[src/rtl/pipe_ctrl_pkg.sv]
// Shared types and encodings for the pipeline hazard controller.
// Control bundle below is what the top drives onto the segment registers.
package pipe_ctrl_pkg;

    typedef enum logic [1:0] {
        RUN  = 2'd0,
        WAIT = 2'd1,
        ERR  = 2'd2
    } state_t;

    localparam logic [1:0] WD_SEL_MEM = 2'b01;
    localparam logic [1:0] PC_SEL_SEQ = 2'b00;

    typedef struct packed {
        logic dm_req;
        logic stall_pc;
        logic stall_if_id;
        logic stall_id_ex;
        logic stall_ex_mem;
        logic stall_mem_wb;
        logic flush_if_id;
        logic flush_id_ex;
        logic flush_ex_mem;
        logic flush_mem_wb;
    } ctrl_t;

endpackage

[src/rtl/hazard_detect.sv]
// Combinational load-use and EX redirect detection.
// x0 is never a real destination, so it never creates a hazard.
module hazard_detect
    import pipe_ctrl_pkg::*;
(
    input  logic [4:0] id_rf_ra0,
    input  logic [4:0] id_rf_ra1,
    input  logic       id_rf_re0,
    input  logic       id_rf_re1,
    input  logic [4:0] ex_rf_wa,
    input  logic       ex_rf_we,
    input  logic [1:0] ex_rf_wd_sel,
    input  logic [1:0] ex_pc_sel,
    output logic       load_use,
    output logic       redirect
);

    logic ex_load;
    logic hit0;
    logic hit1;

    always_comb begin
        ex_load  = ex_rf_we && (ex_rf_wd_sel == WD_SEL_MEM)
                   && (ex_rf_wa != 5'd0);
        hit0     = id_rf_re0 && (id_rf_ra0 == ex_rf_wa);
        hit1     = id_rf_re1 && (id_rf_ra1 == ex_rf_wa);
        load_use = ex_load && (hit0 || hit1);
        redirect = (ex_pc_sel != PC_SEL_SEQ);
    end

endmodule

[src/rtl/pipe_hazard_ctrl.sv]
// Pipeline stall/flush controller with data-memory handshake FSM,
// memory timeout error and stall/flush performance counters.
module pipe_hazard_ctrl
    import pipe_ctrl_pkg::*;
#(
    parameter int TIMEOUT = 1024,
    parameter int CNT_W   = 32
) (
    input  logic             clk,
    input  logic             rstn,
    input  logic [4:0]       id_rf_ra0,
    input  logic [4:0]       id_rf_ra1,
    input  logic             id_rf_re0,
    input  logic             id_rf_re1,
    input  logic [4:0]       ex_rf_wa,
    input  logic             ex_rf_we,
    input  logic [1:0]       ex_rf_wd_sel,
    input  logic [1:0]       ex_pc_sel,
    input  logic             mem_access,
    input  logic             dm_ack,
    output logic             dm_req,
    output logic             stall_pc,
    output logic             stall_if_id,
    output logic             stall_id_ex,
    output logic             stall_ex_mem,
    output logic             stall_mem_wb,
    output logic             flush_if_id,
    output logic             flush_id_ex,
    output logic             flush_ex_mem,
    output logic             flush_mem_wb,
    output logic             busy,
    output logic             err,
    output logic [CNT_W-1:0] cnt_stall,
    output logic [CNT_W-1:0] cnt_flush
);

    localparam int TW = (TIMEOUT > 1) ? $clog2(TIMEOUT) : 1;
    localparam logic [TW-1:0] TMO_LAST = TW'(TIMEOUT - 1);

    state_t           state_q;
    state_t           state_d;
    logic [TW-1:0]    wcnt_q;
    logic [TW-1:0]    wcnt_d;
    logic             err_q;
    logic             err_d;
    logic [CNT_W-1:0] cs_q;
    logic [CNT_W-1:0] cs_d;
    logic [CNT_W-1:0] cf_q;
    logic [CNT_W-1:0] cf_d;

    logic  load_use;
    logic  redirect;
    logic  freeze;
    ctrl_t ctrl;
    ctrl_t ctrl_o;

    hazard_detect u_hazard_detect (
        .id_rf_ra0    (id_rf_ra0),
        .id_rf_ra1    (id_rf_ra1),
        .id_rf_re0    (id_rf_re0),
        .id_rf_re1    (id_rf_re1),
        .ex_rf_wa     (ex_rf_wa),
        .ex_rf_we     (ex_rf_we),
        .ex_rf_wd_sel (ex_rf_wd_sel),
        .ex_pc_sel    (ex_pc_sel),
        .load_use     (load_use),
        .redirect     (redirect)
    );

    always_ff @(posedge clk or negedge rstn) begin
        if (!rstn) begin
            state_q <= RUN;
            wcnt_q  <= '0;
            err_q   <= 1'b0;
            cs_q    <= '0;
            cf_q    <= '0;
        end else begin
            state_q <= state_d;
            wcnt_q  <= wcnt_d;
            err_q   <= err_d;
            cs_q    <= cs_d;
            cf_q    <= cf_d;
        end
    end

    always_comb begin
        state_d = state_q;
        wcnt_d  = wcnt_q;
        err_d   = err_q;
        unique case (state_q)
            RUN: begin
                if (mem_access && !dm_ack) begin
                    state_d = WAIT;
                    wcnt_d  = '0;
                end
            end
            WAIT: begin
                if (dm_ack) begin
                    state_d = RUN;
                end else if (wcnt_q == TMO_LAST) begin
                    state_d = ERR;
                    err_d   = 1'b1;
                end else begin
                    wcnt_d = wcnt_q + 1'b1;
                end
            end
            ERR: begin
                state_d = ERR;
            end
            default: begin
                state_d = RUN;
            end
        endcase
    end

    // Freeze wins; redirect and load-use simply re-present once it lifts.
    always_comb begin
        ctrl   = '0;
        freeze = 1'b0;
        unique case (state_q)
            RUN: begin
                ctrl.dm_req = mem_access;
                freeze      = mem_access && !dm_ack;
            end
            WAIT: begin
                ctrl.dm_req = 1'b1;
                freeze      = !dm_ack;
            end
            ERR: begin
                ctrl.dm_req = 1'b0;
                freeze      = 1'b1;
            end
            default: begin
                freeze = 1'b0;
            end
        endcase
        if (freeze) begin
            ctrl.stall_pc     = 1'b1;
            ctrl.stall_if_id  = 1'b1;
            ctrl.stall_id_ex  = 1'b1;
            ctrl.stall_ex_mem = 1'b1;
            ctrl.flush_mem_wb = 1'b1;
        end else if (redirect) begin
            ctrl.flush_if_id  = 1'b1;
            ctrl.flush_id_ex  = 1'b1;
        end else if (load_use) begin
            ctrl.stall_pc     = 1'b1;
            ctrl.stall_if_id  = 1'b1;
            ctrl.flush_id_ex  = 1'b1;
        end
    end

    assign ctrl_o = rstn ? ctrl : '0;

    always_comb begin
        cs_d = cs_q + CNT_W'(ctrl_o.stall_pc);
        cf_d = cf_q + CNT_W'(ctrl_o.flush_if_id);
    end

    assign dm_req       = ctrl_o.dm_req;
    assign stall_pc     = ctrl_o.stall_pc;
    assign stall_if_id  = ctrl_o.stall_if_id;
    assign stall_id_ex  = ctrl_o.stall_id_ex;
    assign stall_ex_mem = ctrl_o.stall_ex_mem;
    assign stall_mem_wb = ctrl_o.stall_mem_wb;
    assign flush_if_id  = ctrl_o.flush_if_id;
    assign flush_id_ex  = ctrl_o.flush_id_ex;
    assign flush_ex_mem = ctrl_o.flush_ex_mem;
    assign flush_mem_wb = ctrl_o.flush_mem_wb;
    assign busy         = rstn && (state_q != RUN);
    assign err          = err_q;
    assign cnt_stall    = cs_q;
    assign cnt_flush    = cf_q;

endmodule

[config.mk]
export PLATFORM = sky130hd
export DESIGN_NAME = pipe_hazard_ctrl
export DESIGN_NICKNAME = d
export VERILOG_FILES = /design/src/rtl/pipe_ctrl_pkg.sv /design/src/rtl/hazard_detect.sv /design/src/rtl/pipe_hazard_ctrl.sv
export SDC_FILE = /design/constraint.sdc
export NUM_CORES = 1
export LEC_CHECK = 0
export BUFFER_PORTS_ARGS = -buffer_cell sky130_fd_sc_hd__buf_4
export CAP_MARGIN = 10
export CORE_UTILIZATION = 43
export DETAILED_ROUTE_END_ITERATION = 6
export PLACE_DENSITY = 0.68
export REMOVE_ABC_BUFFERS = 1
export SLEW_MARGIN = 10
export SYNTH_ARGS = -nofsm -noshare
export SYNTH_HDL_FRONTEND = slang
export SYNTH_SLANG_ARGS = --single-unit
[constraint.sdc]
create_clock -name clk -period 2.7 [get_ports clk]
set_input_delay 0.27 -clock clk [delete_from_list [all_inputs] [get_ports clk]]
set_output_delay 0.27 -clock clk [all_outputs]
set_load 0.02 [all_outputs]
# Word-level counts from Yosys, hierarchy flattened
# Index checks and enable logic that the tools add are counted.
[classes]
add_sub_neg = 3
multipliers = 0
div = 0
magnitude_cmp = 0
n_eq_ne = 10
shifts = 0
mux = 20
bitwise = 1
reduce_logical = 17
[ops]
columns = ["cell", "count"]
rows = [
  ["adder 32 x 1 -> 32 bit", 2],
  ["two-way mux 10 bit", 4],
  ["one-hot mux 10 bit (2 select lines)", 1],
  ["two-way mux 2 bit", 8],
  ["adder 10 x 1 -> 10 bit (second input constant)", 1],
  ["== test 10 bit (second input constant)", 1],
  ["== test 5 bit", 2],
  ["logical AND 1 bit", 7],
  ["!= test 2 bit (second input constant)", 3],
  ["one-hot mux 2 bit (3 select lines)", 1],
  ["nonzero test 2 bit", 3],
  ["nonzero test 5 bit", 1],
  ["== test 2 x 1 -> 1 bit (second input constant)", 2],
  ["two-way mux 1 bit", 4],
  ["AND reduction 4 bit", 1],
  ["!= test 3 bit (second input constant)", 1],
  ["one-hot mux 1 bit (3 select lines)", 1],
  ["AND reduction 3 bit", 1],
  ["== test 2 bit (second input constant)", 1],
  ["logical NOT 2 bit", 1],
  ["one-hot mux 1 bit (2 select lines)", 1],
  ["AND reduction 2 bit", 1],
  ["logical NOT 1 bit", 1],
  ["logical OR 1 bit", 1],
  ["inverter 1 bit", 1],
]
[totals]
ff_bits = 77
latchBits = 0
mem_bits_rw = 0
romBits = 0
in_bits = 26
output_inout_bits = 76
elab_cells = 56
memories = 0

# Longest topological paths before layout
# Gate-level depths: netlist of run 1.
[logic_depth]
word_depth = 9
mapped_depth = 11
mapped_depth_nobuf = 10

# Cells and area by module
# A second synthesis of run 1 with hierarchy kept.
[unflattened]
hier_cells = 343
area_unflattened_um2 = 3756.1
[by_module_without_submodules]
columns = ["module", "instances", "cells_per_inst", "area_each_um2", "seq_area_each_um2"]
rows = [
  ["pipe_hazard_ctrl", 1, 323, 3608.5, 1926.8],
  ["hazard_detect", 1, 20, 147.6, 0.0],
]

# Worst setup path before layout of run 1
# OpenSTA, ideal clock, no wires.
[synth_timing]
path_type = "input-to-reg"
start = "in ex_rf_wa[4]"
end = "reg cs_q[29], in the netlist cnt_stall[29]"
setup_ns = 0.129
t_arrival_ns = 3.061
t_required_ns = 2.571
setup_slack_ns = -0.490
path_stages = 9
n_path_buf = 0
cell_sequence = "xor2_1 nor4_1 a32oi_1 o41ai_1 ha_1 nand3_1 nor4_1 nand4_1 xnor2_1"
[synth_via]
elab_chain_cells = 9
elab_cells_between_ends = 13
cone_classes = "add/sub (1); eq/ne (2); mux (4); reduce/logical (6)"
[synth_rtl]
columns = ["element", "line", "source"]
rows = [
  ["from (decl)", "pipe_hazard_ctrl.sv:15", "input logic [4:0] ex_rf_wa,"],
  ["== test 5 bit (on tied branches)", "hazard_detect.sv:25, hazard_detect.sv:26", ""],
  ["logical AND 1 bit (on tied branches)", "hazard_detect.sv:25, hazard_detect.sv:26", ""],
  ["logical OR 1 bit", "hazard_detect.sv:27", "load_use = ex_load && (hit0 || hit1);"],
  ["logical AND 1 bit *", "hazard_detect.sv:27", ""],
  ["two-way mux 2 bit *", "pipe_hazard_ctrl.sv:146", "end else if (load_use) begin"],
  ["two-way mux 2 bit *", "pipe_hazard_ctrl.sv:143", "end else if (redirect) begin"],
  ["two-way mux 2 bit *", "pipe_hazard_ctrl.sv:137", "if (freeze) begin"],
  ["two-way mux 10 bit *", "pipe_hazard_ctrl.sv:153", "assign ctrl_o = rstn ? ctrl : '0;"],
  ["adder 32 x 1 -> 32 bit *", "pipe_hazard_ctrl.sv:156", "cs_d = cs_q + CNT_W'(ctrl_o.stall_pc);"],
  ["net cs_d[29]", "pipe_hazard_ctrl.sv:47", "logic [CNT_W-1:0] cs_d;"],
  ["to (signal assigned)", "pipe_hazard_ctrl.sv:81", "cs_q <= cs_d;"],
  ["to (decl)", "pipe_hazard_ctrl.sv:46", "logic [CNT_W-1:0] cs_q;"],
]
# The timed path passes the listed nets; every way through them passes the cells marked *.
# A chain may end at the register's enable or synchronous reset.

# Worst setup path after layout of run 1
[layout_timing]
start = "in rstn"
end = "reg cs_q[12], in the netlist cnt_stall[12]"
[layout_via]
elab_chain_cells = 2
[layout_rtl]
columns = ["element", "line", "source"]
rows = [
  ["from (decl)", "pipe_hazard_ctrl.sv:10", "input logic rstn,"],
  ["two-way mux 10 bit", "pipe_hazard_ctrl.sv:153", ""],
  ["adder 32 x 1 -> 32 bit", "pipe_hazard_ctrl.sv:156", ""],
  ["net cs_d[12]", "pipe_hazard_ctrl.sv:47", ""],
]
# The timed path passes the listed nets, and every way through them passes these cells.

==> results of run 1 <==
[routing by layer]
layer / vias up / global-route usage / wire length [um]
met3: 4 / 0.0612 / 436
met4: 0 / 0.0505 / 46
met2: 86 / 0.299 / 3960
met1: 1438 / 0.246 / 3600
met5: - / 0 / 0
li1: 1436 / - / -
[metrics by stage]
| step | utilization | setup slack (ns) | hold slack (ns) | instance area, sq um |
|---|---|---|---|---|
| after global placement | 0.559 | -0.0539 | 0.234 | 4640 |
| after global routing | 0.589 | -0.0224 | 0.307 | 4890 |
| after floorplan | - | -1.05 | -0.0256 | 3660 |
| after CTS | 0.584 | 0.0426 | 0.287 | 4850 |
| after detailed placement | 0.559 | -0.178 | 0.235 | 4640 |
| final | 0.589 | 0.163 | 0.306 | 4890 |
[worst register-to-register path, stage by stage, from the launching register on]
cell and delay [ns]:
dfrtp_1 0.41, nor2_1 0.09, o31ai_1 0.35, nand2_1 0.16, o41ai_2 0.09, ha_2 0.27, ha_1 0.16, nand2_1 0.10
or2_2 0.34, nor3_2 0.14, xor2_1 0.16
[cell families (layout without fill, tap and decap cells)]
family / Yosys count / in the layout / share of synthesized area
AO/OA/AOI/OAI: 25 / 25 / 0.0493
AND/OR/NAND/NOR: 144 / 144 / 0.223
multiplexers: 1 / 1 / 0.00270
buffers and inverters: 16 / 139 / 0.0216
adder cells (fa/ha/maj): 5 / 5 / 0.0169
other: 1 / 2 / 0.00101
XOR/XNOR: 70 / 70 / 0.165
flip-flops: 77 / 77 / 0.520
[sequential cells by signal, summed over array words and instances (netlist names)]
name,flops
err,1
state_q,2
cnt_flush,32
cnt_stall,32
wcnt_q,10
[layout make-up]
| cell class | instances | area (sq um) | share of cell area |
|---|---|---|---|
| clock inverter | 3 | 43.8 | 0.00895 |
| inverter | 9 | 33.8 | 0.00691 |
| clock buffer | 13 | 159 | 0.0325 |
| sequential | 77 | 1930 | 0.394 |
| multi-input combinational | 247 | 1740 | 0.355 |
| timing repair buffer | 114 | 862 | 0.176 |
| tap | 105 | 131 | 0.0269 |
[final timing paths]
| kind | start | cells past startpoint | slack, ns | endpoint |
|---|---|---|---|---|
| setup / recovery | rstn | 11 | 0.16 | cnt_stall[12]$_DFF_PN0_ |
| hold / removal | dm_ack | 4 | 0.31 | state_q[1]$_DFFE_PN0P_ |
| setup reg to reg | state_q[0]$_DFFE_PN0P_ | 10 | 0.36 | cnt_stall[12]$_DFF_PN0_ |
| hold reg to reg | cnt_stall[31]$_DFF_PN0_ | 1 | 0.47 | cnt_stall[31]$_DFF_PN0_ |
| max in group asynchronous | rstn | 4 | 1.19 | cnt_flush[20]$_DFF_PN0_ |
| min in group asynchronous | rstn | 3 | 0.44 | err$_DFFE_PN0P_ |
[power groups by stage]
| stage | registers, W | logic [W] | clock network (W) |
|---|---|---|---|
| 2_1_floorplan | 0.00145 | 0.000128 | 0 |
| 3_3_place_gp | 0.00137 | 0.000457 | 0 |
| 3_5_place_dp | 0.00138 | 0.000464 | 0 |
| 4_1_cts | 0.00135 | 0.000465 | 0.000914 |
| 5_1_grt | 0.00137 | 0.000502 | 0.000969 |
| 6_report | 0.00135 | 0.000458 | 0.000891 |
[cells in the mapped netlist (4+ instances only)]
cell / count
inv_1: 9
xnor2_1: 52
nor2_1: 15
nor3_1: 8
nor4_1: 7
ha_1: 5
dfrtp_1: 77
buf_4: 5
o21ai_0: 4
nand2_1: 29
xor2_1: 18
nand3_1: 31
nand4_1: 22
nand2b_1: 4
and3_1: 5
[timing repair]
action / in CTS / in global routing
setup buffers: 0 / 1
gates resized for setup: 0 / 8
hold buffers: 1 / 0
endpoints found under the hold margin: 6 / 0
setup endpoints to repair: 0 / 23
[placed cells by master, fill, tap and decap left out, types with 3 or more instances in the layout]
master / instances
nand4_1: 22
nand2_1: 29
o21ai_0: 3
and3_1: 5
inv_1: 9
xor2_1: 18
ha_1: 4
xnor2_1: 52
clkbuf_8: 11
dfrtp_1: 77
nand3_1: 30
a31oi_1: 3
nand2b_1: 4
a211o_1: 3
nor3_1: 6
and4_1: 3
nor4_1: 6
nor2_1: 15
buf_4: 112
a21oi_1: 3
==> metrics, run 1 <==
HPWL Detailed 5870 um; CP Class primary input to flop; CTS H-tree depth 3; global-route wire length before repair 13200 um; status complete, no violations; Clock Latency Late Sink 0.34 ns; critical path startpoint category primary input; 1st-iter DRT viols 74; largest net degree at the start of global routing 72; total power 0.00270 W; Detailed Route WL 8040 um; hold crit path type primary input to flop; Die Span X 94.9 um; GRT Util Overall 0.188; CP arrival 2.80 ns; die height 94.9 um; IO Count 102; vias in the first global route 2744; Final ANT Viol Nets 0; Clock transition at path regs 0.08 ns; routed vias/inst 5.22; Site Rows 33; register bit total from synthesis 77; final setup fails 0; grt ovf 0; VDD IR max 0.333 mV; Pins Over Slew Limit 0; number of synthesis warnings 0; Fillers 701; CP required about 3.0 ns; top_reg_cell synth dfrtp_1; Post-Syn Area 0.00371 sq mm; fin crit share 0.940; DRT Pass-1 Iters 4; Clock Path Buffers 2; total core area 0.00830 sq mm; leakage 2.37 nW; clock root buffer clkbuf_8; pwr dens 553 mW/mm^2; fin crit period 2.54 ns; layout cells sized above 1 0.309; Crit. End Element flop; count of cell types in the netlist 48; Starting Density 0.447; overall via count from detail_route 2964; Top delay family on crit path simple AND/OR/NAND/NOR gates; die area roughly 0.009 sq mm; Worst Skew about 0.0088 ns; combinational share of power 0.169; global placement routability congestion 0.767; Syn Area/Cell 10.9 sq um; clock power share 0.330; CTS tree done; Inserted Clock Buffers 9; synth top area cells dfrtp_1, xnor2_1, xor2_1; Worst path slowest cell dlygate4sd3_1; Seq pwr share 0.501; Max Fclk 394 MHz; final hold vios 0; n_diodes 0; CTS sink cnt 77; initial antenna violation count 0; slowest stage delay, CP 0.54 ns; post-synth top area cell dfrtp_1; Post-synth EDFFs 0; critical path cell sequence dlygate4sd3_1, buf_4, and4b_1, o21ai_1, o41ai_2, ha_2, ha_1, nand2_1, or2_2, nor3_2, xor2_1; dpl cells 550; Synth top area share 0.520; Post-route DRC 0; TNS Setup 0 ns; register area share after synthesis 0.520; switching power 0.000775 W; synth-to-layout area growth 32.0%; FFs w/ async S/R, synth 1.00; # nets final 489; fin cells between 500 and 600; maxcap violations 0; Buffers on Ports 99; Switching Share 0.287; internal power 0.00193 W; Gate Count Post-Synth 339; slew at the pin with the worst max-slew slack between 0.8 and 0.9 ns; CP Max Fanout 4; drt wl/cell 14.2 um; Slew HR 0.410; Buf+Inv Stages, Crit Path 2
Power figures use the tool's default switching activity.
==> inputs of run 2 (changes only) <==
- BUFFER_PORTS_ARGS: -buffer_cell sky130_fd_sc_hd__buf_4 -> -buffer_cell sky130_fd_sc_hd__buf_2
- CAP_MARGIN: 10 -> default
- REMOVE_ABC_BUFFERS: 1 -> default
==> run 2 against run 1 <==
Combinational power down 13%; clock power up 2.5%; critical endpoint is now cnt_stall[30]$_DFF_PN0_; cell area down 4.6%; setup slack better by 0.089 ns; critical path depth up 2; core utilization down 2.7 points; largest cell class unchanged; via count down 0.24%.
==> metrics, run 2 (same netlist as run 1, synthesis figures left out) <==
pwr dens between 500 and 600 mW/mm^2; status complete, no violations; leakage 2.37 nW; clock power share 0.343; HPWL Detailed 5660 um; RSZ-0062 raised after global routing false; maxcap violations 0; largest net degree at the start of global routing 76; vias in the first global route ~2700; TNS Setup 0 ns; global-route wire length before repair 12300 um; Worst Skew 0.00684 ns; routed vias/inst 5.23; DRT Pass-1 Iters 4; IO Count just over 100; Worst R2R Path Depth 10; CP Class primary input to flop; Slew HR 0.369; n_diodes 0; VDD IR max 0.301 mV; commonest non-fill, non-tap cell in the layout buf_2; Max Fclk 408 MHz; 1st-iter DRT viols 79; combinational share of power 0.150; Core Util, Final 0.562; final setup fails 0; CTS H-tree depth 3; overall via count from detail_route 2957; layout cells sized above 1 0.317; reg-to-reg endpoint cnt_stall[30]$_DFF_PN0_; total power roughly 0.0027 W; setup ws final 0.252 ns; fin crit period 2.45 ns; hold crit path type primary input to async pin; Hold WS 0.0633 ns; internal power around 0.0019 W; Site Rows 33; fin crit share 0.907; GRT Util Overall 0.177; Crit. End Element flop; # nets final 488; commonest non-fill, non-tap cells in the layout buf_2, dfrtp_1, xnor2_1; CTS sink cnt between 70 and 80; Clock Path Buffers 2; Starting Density 0.447; total core area slightly above 0.008 sq mm; die height 94.9 um; Post-route DRC 0; switching power between 0.0007 and 0.0008 W; Buffers on Ports 99; Inserted Clock Buffers 9; Seq pwr share 0.507; CP arrival about 2.7 ns; drt wl/cell 14.0 um; slew at the pin with the worst max-slew slack between 0.9 and 1 ns; die area 0.00900 sq mm; Setup Slack @ Placement -0.0201 ns; reg2reg setup slack 0.31 ns; Die Span X approximately 95 um; critical path startpoint category primary input; Clock Latency Late Sink 0.34 ns; initial antenna violation count 0; grt ovf 0; CTS tree done; final hold vios 0; Pins Over Slew Limit 0; CP required a little under 3 ns; Detailed Route WL 7900 um; CP Max Fanout 5; Final ANT Viol Nets 0; Switching Share 0.286; Clock transition at path regs approximately 0.080 ns; Reg-to-Reg Start state_q[1]$_DFFE_PN0P_; clock root buffer clkbuf_8; synth-to-layout area growth 25.9%; global placement routability congestion 0.812
## run 2: changes by cell type in the layout (fill, tap and decap cells not counted), moves of 2 or more
cell and delta:
clkbuf_8 -2, nor2_2 +2, buf_2 +98, nor2_1 -2
buf_4 -100, clkbuf_1 -2
## run 2: layout make-up
type / instances / area, sq um
fill: 715 / 3630
sequential: 77 / 1930
multi-input combinational: 247 / 1760
timing repair buffer: 113 / 616
tap: 105 / 131
clock buffer: 9 / 124
clock inverter: 5 / 77.6
inverter: 9 / 33.8
## run 2: power by group through the flow
| stage | Combinational (W) | Clock (W) | Sequential, W |
|---|---|---|---|
| after floorplan | 0.000136 | 0 | 0.00145 |
| after global placement | 0.000395 | 0 | 0.00136 |
| after detailed placement | 0.000401 | 0 | 0.00137 |
| after CTS | 0.000403 | 0.000947 | 0.00135 |
| after global routing | 0.000439 | 0.000989 | 0.00137 |
| final | 0.000399 | 0.000913 | 0.00135 |
## run 2: what timing repair did
action / in CTS / in global routing
hold buffers: 1 / 0
endpoints found under the setup margin: 0 / 23
gates resized for setup: 0 / 13
buffers inserted: 0 / 2
endpoints found under the hold margin: 2 / 0
## run 2: worst max-delay path by stage
stage          slack [ns]                      end  cells after the start         from
2_1_floorplan       0.009  cnt_stall[29]$_DFF_PN0_                      9  ex_rf_wa[4]
3_3_place_gp         0.02  cnt_stall[29]$_DFF_PN0_                     11  ex_rf_wa[4]
3_5_place_dp        -0.02  cnt_stall[31]$_DFF_PN0_                     11  ex_rf_wa[4]
4_1_cts              0.05  cnt_stall[31]$_DFF_PN0_                     12         rstn
5_1_grt              0.10  cnt_stall[22]$_DFF_PN0_                     12  ex_rf_wa[4]
6_report             0.25  cnt_stall[30]$_DFF_PN0_                     13         rstn
## run 2: per-stage QoR
step,instances,cell area (sq um)
6_report,565,4670
5_1_grt,565,4670
4_1_cts,562,4600
3_5_place_dp,547,4390
3_3_place_gp,547,4390
2_1_floorplan,340,3730
## run 2: worst max-delay path, stage by stage
cell,delay (ns)
dlymetal6s4s_1,0.20
buf_6,0.14
and4b_1,0.18
o21ai_0,0.09
buf_4,0.15
o41ai_4,0.37
ha_2,0.25
ha_2,0.18
nand2_2,0.07
nor4_4,0.33
buf_4,0.20
nand3_1,0.09
xnor2_1,0.14
## run 2: per-layer routing
metal / track usage / up-vias / wire length, um
li1: - / 1434 / -
met1: 0.228 / 1439 / 3660
met2: 0.291 / 76 / 3790
met3: 0.0523 / 8 / 377
met4: 0.0467 / 0 / 72
met5: 0 / - / 0
==> inputs of run 3 (changes only) <==
- CORE_UTILIZATION: 43 -> 52
- PLACE_DENSITY: 0.68 -> 0.79
==> run 3 against run 2 <==
Register-to-register slack better by 0.04 ns; clock skew grew 0.0038 ns; global-route usage increased by 4.3 points; worst hold slack improved by 0.16 ns; die area decreased by 17%; fmax grew 3.3%; sequential power is essentially flat; via count fell by 0.51%; non-clock buffer count fell by 3; power up 3.5%; setup slack gained 0.079 ns; critical endpoint is now cnt_stall[31]$_DFF_PN0_.
==> metrics, run 3 (same netlist as run 1, synthesis figures left out) <==
commonest non-fill, non-tap cell in the layout buf_2; Fillers between 500 and 600; fin crit period 2.37 ns; initial antenna violation count 0; Crit. End Element flop; Clock transition at path regs 0.08 ns; Final ANT Viol Nets 0; maxcap violations 0; Die Span X slightly below 90 um; Pins Over Slew Limit 0; largest net degree at the start of global routing 80; CP required slightly below 3 ns; Post-route DRC 0; overall via count from detail_route roughly 2900; RSZ-0062 raised after global routing false; die area around 0.0075 sq mm; global placement routability congestion 0.830; slew at the pin with the worst max-slew slack 0.969 ns; global-route wire length before repair 12900 um; GRT Util Overall 0.221; CTS sink cnt 77; Worst Skew 0.0106 ns; multi-input logic area 0.00173 sq mm; Reg-to-Reg Start state_q[0]$_DFFE_PN0P_; # Post-CTS Setup Buffers 0; reg-to-reg endpoint cnt_flush[18]$_DFF_PN0_; CP arrival 2.60 ns; critical path startpoint ex_rf_wa[3]; n_diodes 0; pwr dens 597 mW/mm^2; total power about 0.0028 W; final hold vios 0; DRT Pass-1 Iters 4; drt wl/cell between 10 and 15 um; commonest non-fill, non-tap cells in the layout buf_2, dfrtp_1, xnor2_1; 1st-iter DRT viols 117; routed vias/inst between 5 and 6; HPWL Detailed 5720 um; Detailed Route WL 7860 um; grt ovf 0; vias in the first global route 2827; Clock Latency Late Sink roughly 0.34 ns; layout cells sized above 1 0.295; Inserted Clock Buffers 9; final setup fails 0; Slew HR 0.354; critical path startpoint category primary input; IO Count 102; die height between 80 and 90 um; cts hold-fix bufs 0; Starting Density 0.543; clock root buffer clkbuf_8; synth-to-layout area growth 24.6%; total core area 0.00683 sq mm; # nets final 485; CP Class primary input to flop; Hold WS 0.225 ns; Worst R2R Path Depth 11; CTS H-tree depth 3; CP endpoint cnt_stall[31]$_DFF_PN0_; fin crit share 0.877; leakage approximately 2.4 nW; VDD IR max 0.316 mV; CTS tree done; Buffers on Ports 99; CP Max Fanout 4; sequential cell area 0.00193 sq mm; status complete, no violations; hold crit path type primary input to async pin; Max Fclk 422 MHz; Clock Path Buffers 2; Core Util, Final 0.676; reg2reg setup slack between 0.3 and 0.4 ns; Site Rows 30
[run 3: area by class of cell]
cell class | instances | area share
inverters | 9 | 0.00732
clock inverters | 4 | 0.0211
repair buffers | 110 | 0.126
well taps | 96 | 0.0260
multi-input cells | 247 | 0.374
clock buffers | 11 | 0.0284
flip-flops and latches | 77 | 0.417
[run 3: critical path: stages]
cell and delay [ns]:
buf_2 0.12, xor2_1 0.16, nor4_1 0.32, a32oi_1 0.17
o41ai_4 0.36, ha_1 0.24, nand3_1 0.14, nor4_1 0.36
buf_4 0.19, nand4_1 0.11, xnor2_1 0.15
[run 3: worst min-delay path by stage]
stage,from,to,cells past startpoint
2_1_floorplan,rstn,cnt_flush[0]$_DFF_PN0_,0
3_3_place_gp,err$_DFFE_PN0P_,err$_DFFE_PN0P_,1
3_5_place_dp,err$_DFFE_PN0P_,err$_DFFE_PN0P_,1
4_1_cts,rstn,cnt_stall[13]$_DFF_PN0_,2
5_1_grt,rstn,cnt_flush[29]$_DFF_PN0_,2
6_report,rstn,cnt_stall[11]$_DFF_PN0_,2
[run 3: report_power, final]
| group | leakage [nW] | switching [W] | internal (W) | total [W] |
|---|---|---|---|---|
| combinational | 1.19 | 0.000251 | 0.000148 | 0.000399 |
| sequential | 1.05 | 0.000101 | 0.00124 | 0.00134 |
| clock | 0.110 | 0.000403 | 0.000610 | 0.00101 |
| total | 2.35 | 0.000755 | 0.00200 | 0.00276 |
[run 3: layer usage]
| metal | routed length, um | global-route usage | vias to the layer above |
|---|---|---|---|
| met3 | 327 | 0.0400 | 11 |
| met1 | 3550 | 0.288 | 1436 |
| li1 | - | - | 1427 |
| met4 | 104 | 0.0803 | 0 |
| met5 | 0 | 0 | - |
| met2 | 3880 | 0.369 | 68 |
[run 3: through the flow]
| stage | worst slack [ns] | cells | setup TNS (ns) | instance area (sq um) |
|---|---|---|---|---|
| 5_1_grt | 0.0954 | 554 | 0 | 4620 |
| 3_3_place_gp | 0.0913 | 539 | 0 | 4380 |
| 6_report | 0.331 | 554 | 0 | 4620 |
| 3_5_place_dp | -0.0543 | 539 | -0.151 | 4380 |
| 4_1_cts | 0.238 | 554 | 0 | 4610 |
| 2_1_floorplan | 0.00913 | 340 | 0 | 3730 |
[run 3: what timing repair did]
item / 4_1_cts / 5_1_grt
endpoints found under the hold margin: 0 / 0
setup endpoints to repair: 0 / 1
gates resized for setup: 0 / 1
